==> config.mk <==
export PLATFORM = sky130hd
export DESIGN_NAME = lsu
export DESIGN_NICKNAME = d
export VERILOG_FILES = /design/src/rtl/lsu.sv
export SDC_FILE = /design/constraint.sdc
export NUM_CORES = 1
export LEC_CHECK = 0
export ABC_CLOCK_PERIOD_IN_PS = 1700
export BUFFER_PORTS_ARGS = -buffer_cell sky130_fd_sc_hd__buf_2
export CORE_ASPECT_RATIO = 0.9
export CORE_UTILIZATION = 44
export CTS_CLUSTER_DIAMETER = 50
export DETAILED_ROUTE_END_ITERATION = 10
export PLACE_DENSITY_LB_ADDON = 0.3
export RECOVER_POWER = 50
export SLEW_MARGIN = 10
export SYNTH_ARGS = -nofsm -noshare
export SYNTH_HDL_FRONTEND = slang
export SYNTH_SLANG_ARGS = --single-unit
==> constraint.sdc <==
create_clock -name clk -period 1.7 [get_ports clk]
set_input_delay 0.34 -clock clk [delete_from_list [all_inputs] [get_ports clk]]
set_output_delay 0.34 -clock clk [all_outputs]
set_load 0.01 [all_outputs]
==> src/rtl/lsu.sv <==
// lsu: load/store unit with sign/zero-extended sub-word loads and read-modify-write sub-word stores
module lsu #(
  parameter int AW = 8
) (
  input  logic        clk,
  input  logic        rst_n,
  input  logic        req_valid,
  output logic        req_ready,
  input  logic        req_we,
  input  logic [1:0]  req_size,
  input  logic        req_unsigned,
  input  logic [31:0] req_addr,
  input  logic [31:0] req_wdata,
  output logic        resp_valid,
  output logic        resp_err,
  output logic [31:0] resp_rdata,
  output logic        mem_re,
  output logic        mem_we,
  output logic [31:0] mem_addr,
  output logic [31:0] mem_wdata,
  input  logic [31:0] mem_rdata
);
  typedef enum logic [2:0] {IDLE, RD, CAP, WR, RESP} state_t;
  state_t state, nxt;
  logic [1:0] lane, size;
  logic we, uns, ill;
  logic [4:0] sh;
  logic [31:0] bsh, ld, mask, merged;
  logic [15:0] half;
  logic unused_addr;
  assign unused_addr = ^req_addr[31:AW+2];
  // state register
  always_ff @(posedge clk or negedge rst_n)
    if (!rst_n) state <= IDLE;
    else state <= nxt;
  // next state: errors skip memory, word stores skip the read, everything else reads first
  always_comb begin
    ill = req_size == 2'b11 || (req_size == 2'b01 && req_addr[0]) || (req_size == 2'b10 && req_addr[1:0] != 2'b00);
    nxt = state == IDLE ? (req_valid ? (ill ? RESP : (req_we && req_size == 2'b10) ? WR : RD) : IDLE)
        : state == RD   ? CAP
        : state == CAP  ? (we ? WR : RESP)
        : state == WR   ? RESP
        : IDLE;
  end
  // handshake and memory strobes decoded purely from the state
  always_comb begin
    req_ready  = state == IDLE;
    mem_re     = state == RD;
    mem_we     = state == WR;
    resp_valid = state == RESP;
  end
  // lane extraction for loads and lane merge for sub-word stores
  always_comb begin
    sh     = {lane, 3'b000};
    bsh    = mem_rdata >> sh;
    half   = lane[1] ? mem_rdata[31:16] : mem_rdata[15:0];
    ld     = size == 2'b00 ? {{24{~uns & bsh[7]}}, bsh[7:0]}
           : size == 2'b01 ? {{16{~uns & half[15]}}, half}
           : mem_rdata;
    mask   = (size == 2'b00 ? 32'h0000_00ff : 32'h0000_ffff) << sh;
    merged = (mem_rdata & ~mask) | ((mem_wdata << sh) & mask);
  end
  // request capture, RMW merge into the write word, and response latching on RESP entry
  always_ff @(posedge clk or negedge rst_n)
    if (!rst_n) begin
      lane       <= '0;
      size       <= '0;
      we         <= 1'b0;
      uns        <= 1'b0;
      mem_addr   <= '0;
      mem_wdata  <= '0;
      resp_err   <= 1'b0;
      resp_rdata <= '0;
    end else begin
      if (state == IDLE && req_valid) begin
        lane      <= req_addr[1:0];
        size      <= req_size;
        we        <= req_we;
        uns       <= req_unsigned;
        mem_addr  <= {{(32-AW){1'b0}}, req_addr[AW+1:2]};
        mem_wdata <= req_wdata;
      end
      if (state == CAP && we) mem_wdata <= merged;
      if (nxt == RESP) begin
        resp_err   <= state == IDLE;
        resp_rdata <= (state == CAP && !we) ? ld : 32'h0;
      end
    end
endmodule

==> key figures <==
Outcome
  • Status: complete, but fails checks
  • Violated checks: design-rule violations, negative setup slack

Clock network
  • CTS clk-pin slew, worst paths: about 60 ps
  • Clk buf depth: 2
  • CTS tree: done
  • H-tree levels: 3
  • Worst skew pair latency: ~340 ps
  • CTS Sinks: ~80
  • Clock root buffer: clkbuf_16
  • Num CTS Buffers: 9

Power
  • Pint: 0.00742 W
  • Clock share of power: 0.171
  • VDD IR max: approximately 0.0011 V
  • Static Leakage: 3.04 nW
  • Sw Pwr: 0.00542 W
  • Flop pwr share: 0.285
  • Cell Pwr Density: between 2000 and 2500 mW/mm2
  • Sw Ratio: 0.422
  • Logic pwr share: 0.544

GRT
  • Largest net degree at the start of global routing: 35
  • First-pass GRT wire length: ~23 mm
  • Initial antenna violation count: 0
  • Vias in the first global route: around 4400
  • Global route total overflow: 0
  • GR peak layer: met2
  • Met1 Use GR: 0.340
  • All-Layer GR Usage: 0.268
  • Met2 usage: 0.439
  • Met3 Use GR: 0.0670

Setup path
  • Crit path required time: approximately 2000 ps
  • Reg2reg end: resp_rdata[20]
  • CP Data Arrival Time: 2040 ps
  • Reg-to-reg startpoint: state[0]
  • Crit Path Class: flip-flop to flip-flop
  • Worst path cell trace: buf_6 > or4b_4 > a21oi_4 > nand3_4 > buf_12 > o2bb2ai_2
  • Largest incremental delay on the critical path: ~540 ps
  • Crit end category: flip-flop
  • Worst-case register-to-register setup slack: -70 ps
  • Stages on the worst setup path: 6
  • Cell family with most CP delay: simple AND/OR/NAND/NOR gates
  • Worst Setup EP: resp_rdata[20]
  • Buf/Inv on CP: 2
  • Critical Path Source Type: flip-flop
  • Crit. Startpoint: state[0]
  • R2R depth: 6
  • Crit Path Max Fanout: 16
  • Critical Path Slowest Stage Cell: or4b_4

Layout
  • Commonest non-fill, non-tap cell in the layout: buf_2
  • Share of cells above drive strength 1: 0.434
  • Area Growth Syn to Fin: 33.9%
  • Diodes inserted: 0
  • Final instance area: 0.00630 mm2
  • Nets: approximately 770
  • Most frequent cells in the layout: buf_2 (156), nand2_1 (89), dfrtp_1 (82)
  • Fillers: ~910

Routing
  • Number of remaining DRC errors: 32
  • Detailed Routing Iterations Pass 1: 8
  • Wire length per cell: 18.5 um
  • Final wirelength: 14.7 mm
  • Routed via count: around 4500
  • Initial DRC Count: around 260
  • Final antenna-violating net count: 0
  • Vias per cell: ~5.7

Place
  • Detailed placer's ending HPWL: about 11 mm
  • Post-DP Area: 0.00566 mm2
  • Port bufs: roughly 160
  • Final Wtd Congestion: between 0.9 and 1

STA
  • Rel. slew slack: 0.385
  • Min setup slack post-route: -73.4 ps
  • Final hold viol count: 0
  • Final Max Slew Viols: 0
  • RSZ-0062 raised after global routing: yes
  • Worst slew pin tran: around 920 ps
  • Period utilisation layout: 1.04
  • TNS Setup: -2350 ps
  • Skew final: 6.41 ps
  • Fmax achieved: around 560 MHz
  • Final hold slack: ~230 ps
  • Final setup vio count: 55
  • Min Tclk post-route: about 1800 ps

Floorplan
  • Initial Util: 0.455
  • Ports: 204
  • Chip height: approximately 100 um
  • Die width: 111 um
  • Die ar.: approximately 0.011 mm2
  • Rows: 35
  • CORE AREA: 0.0103 mm2

Synthesis
  • Synth Cell Area: roughly 0.0047 mm2
  • Largest cells by area after synthesis: dfrtp_1 (44%), nand2_1 (7.2%), mux2_2 (5.3%)
  • Fraction of registers with async set/reset: 1.00
  • Area leader, netlist: dfrtp_1
  • Unique cell type count in the Yosys netlist: 50
  • Synth warn: 0
  • Syn Inst Count: between 400 and 500
  • Ys flop type: dfrtp_1
  • Mean area per synthesized cell: about 9.6 um2
  • Seq/Total Area, Yosys: 0.436
  • EDFF count, synth: 0
  • Post-synth top area share: 0.436
  • Seq cells post-synth: 82

Flow run
  • Max-cap check violation count: 0

Worst hold path
  • Worst hold path type: primary input to flip-flop
  • Hold path start: req_addr[2]
logic make-up after synthesis:
group | Yosys count | synth area share
simple gates | 182 | 0.177
buf+inv | 66 | 0.0835
other cells | 1 | 0.000797
flops | 82 | 0.436
mux | 41 | 0.0931
compound gates | 117 | 0.210
how the worst min path moves through the flow:
stage	endpoint	slack (ps)	cells past startpoint
5_1_grt	mem_addr[5]	230	2
4_1_cts	mem_addr[0]	230	2
3_3_place_gp	asynchronous set/reset pin	330	1
6_report	mem_addr[0]	230	2
3_5_place_dp	asynchronous set/reset pin	340	1
2_1_floorplan	asynchronous set/reset pin	40	0
worst reg2reg max path: cells and delay by family (launching register included):
family | cells | cell delay [ps]
AO/OA/AOI/OAI | 2 | 330
flip-flops | 1 | 420
buffers and inverters | 2 | 310
AND/OR/NAND/NOR | 2 | 640
routing by layer:
metal  up-vias  routed length (um)
li1       2073                   -
met1      2225                6150
met2       182                7210
met3        29                 979
met4         0                 403
met5         -                   0
layout make-up:
cell class,count,area [um2],share of cell area
multi-input cells,366,2570,0.407
flip-flops and latches,82,2050,0.326
repair buffers,201,1180,0.187
clock buffers,10,229,0.0363
well taps,129,161,0.0256
clock inverters,6,105,0.0167
inverters,3,11.3,0.00179
synth_stat cells, types with 2 or more instances:
library cell	instances
a211oi_1	8
a22oi_1	7
a311o_1	8
a31oi_1	24
a32o_1	15
and2_1	3
buf_1	5
buf_2	11
buf_4	25
buf_6	5
clkbuf_1	17
dfrtp_1	82
inv_1	2
mux2_2	22
mux2i_1	19
nand2_1	90
nand3_1	15
nor2_1	44
nor2b_1	9
nor3_1	5
nor3b_1	4
o21ai_0	2
o21ai_1	2
o21bai_1	2
o22ai_1	24
o2bb2ai_1	7
o2bb2ai_2	9
repair_timing:
action,in CTS,in global routing
cloned,1,1
buffers inserted,6,2
pin swaps,6,6
hold buffers,1,0
endpoints found under the setup margin,76,84
hold endpoints to repair,31,0
gates resized for setup,13,29
power by group through the flow:
stage	sequential (W)	clock (W)	combinational [W]
6_report	0.00366	0.00220	0.00698
5_1_grt	0.00379	0.00231	0.00757
4_1_cts	0.00360	0.00224	0.00662
3_5_place_dp	0.00362	0	0.00630
3_3_place_gp	0.00358	0	0.00615
2_1_floorplan	0.00380	0	0.00400
through the flow:
| step | cells | total power (W) | worst slack [ps] | util |
|---|---|---|---|---|
| floorplan | 512 | 0.00780 | -115 | - |
| global placement | 770 | 0.00973 | -245 | 0.548 |
| detailed placement | 770 | 0.00992 | -253 | 0.548 |
| CTS | 794 | 0.0125 | -81.1 | 0.593 |
| global route | 797 | 0.0137 | -118 | 0.610 |
| finish | 797 | 0.0128 | -73.4 | 0.610 |
Power figures use the tool's default switching activity.
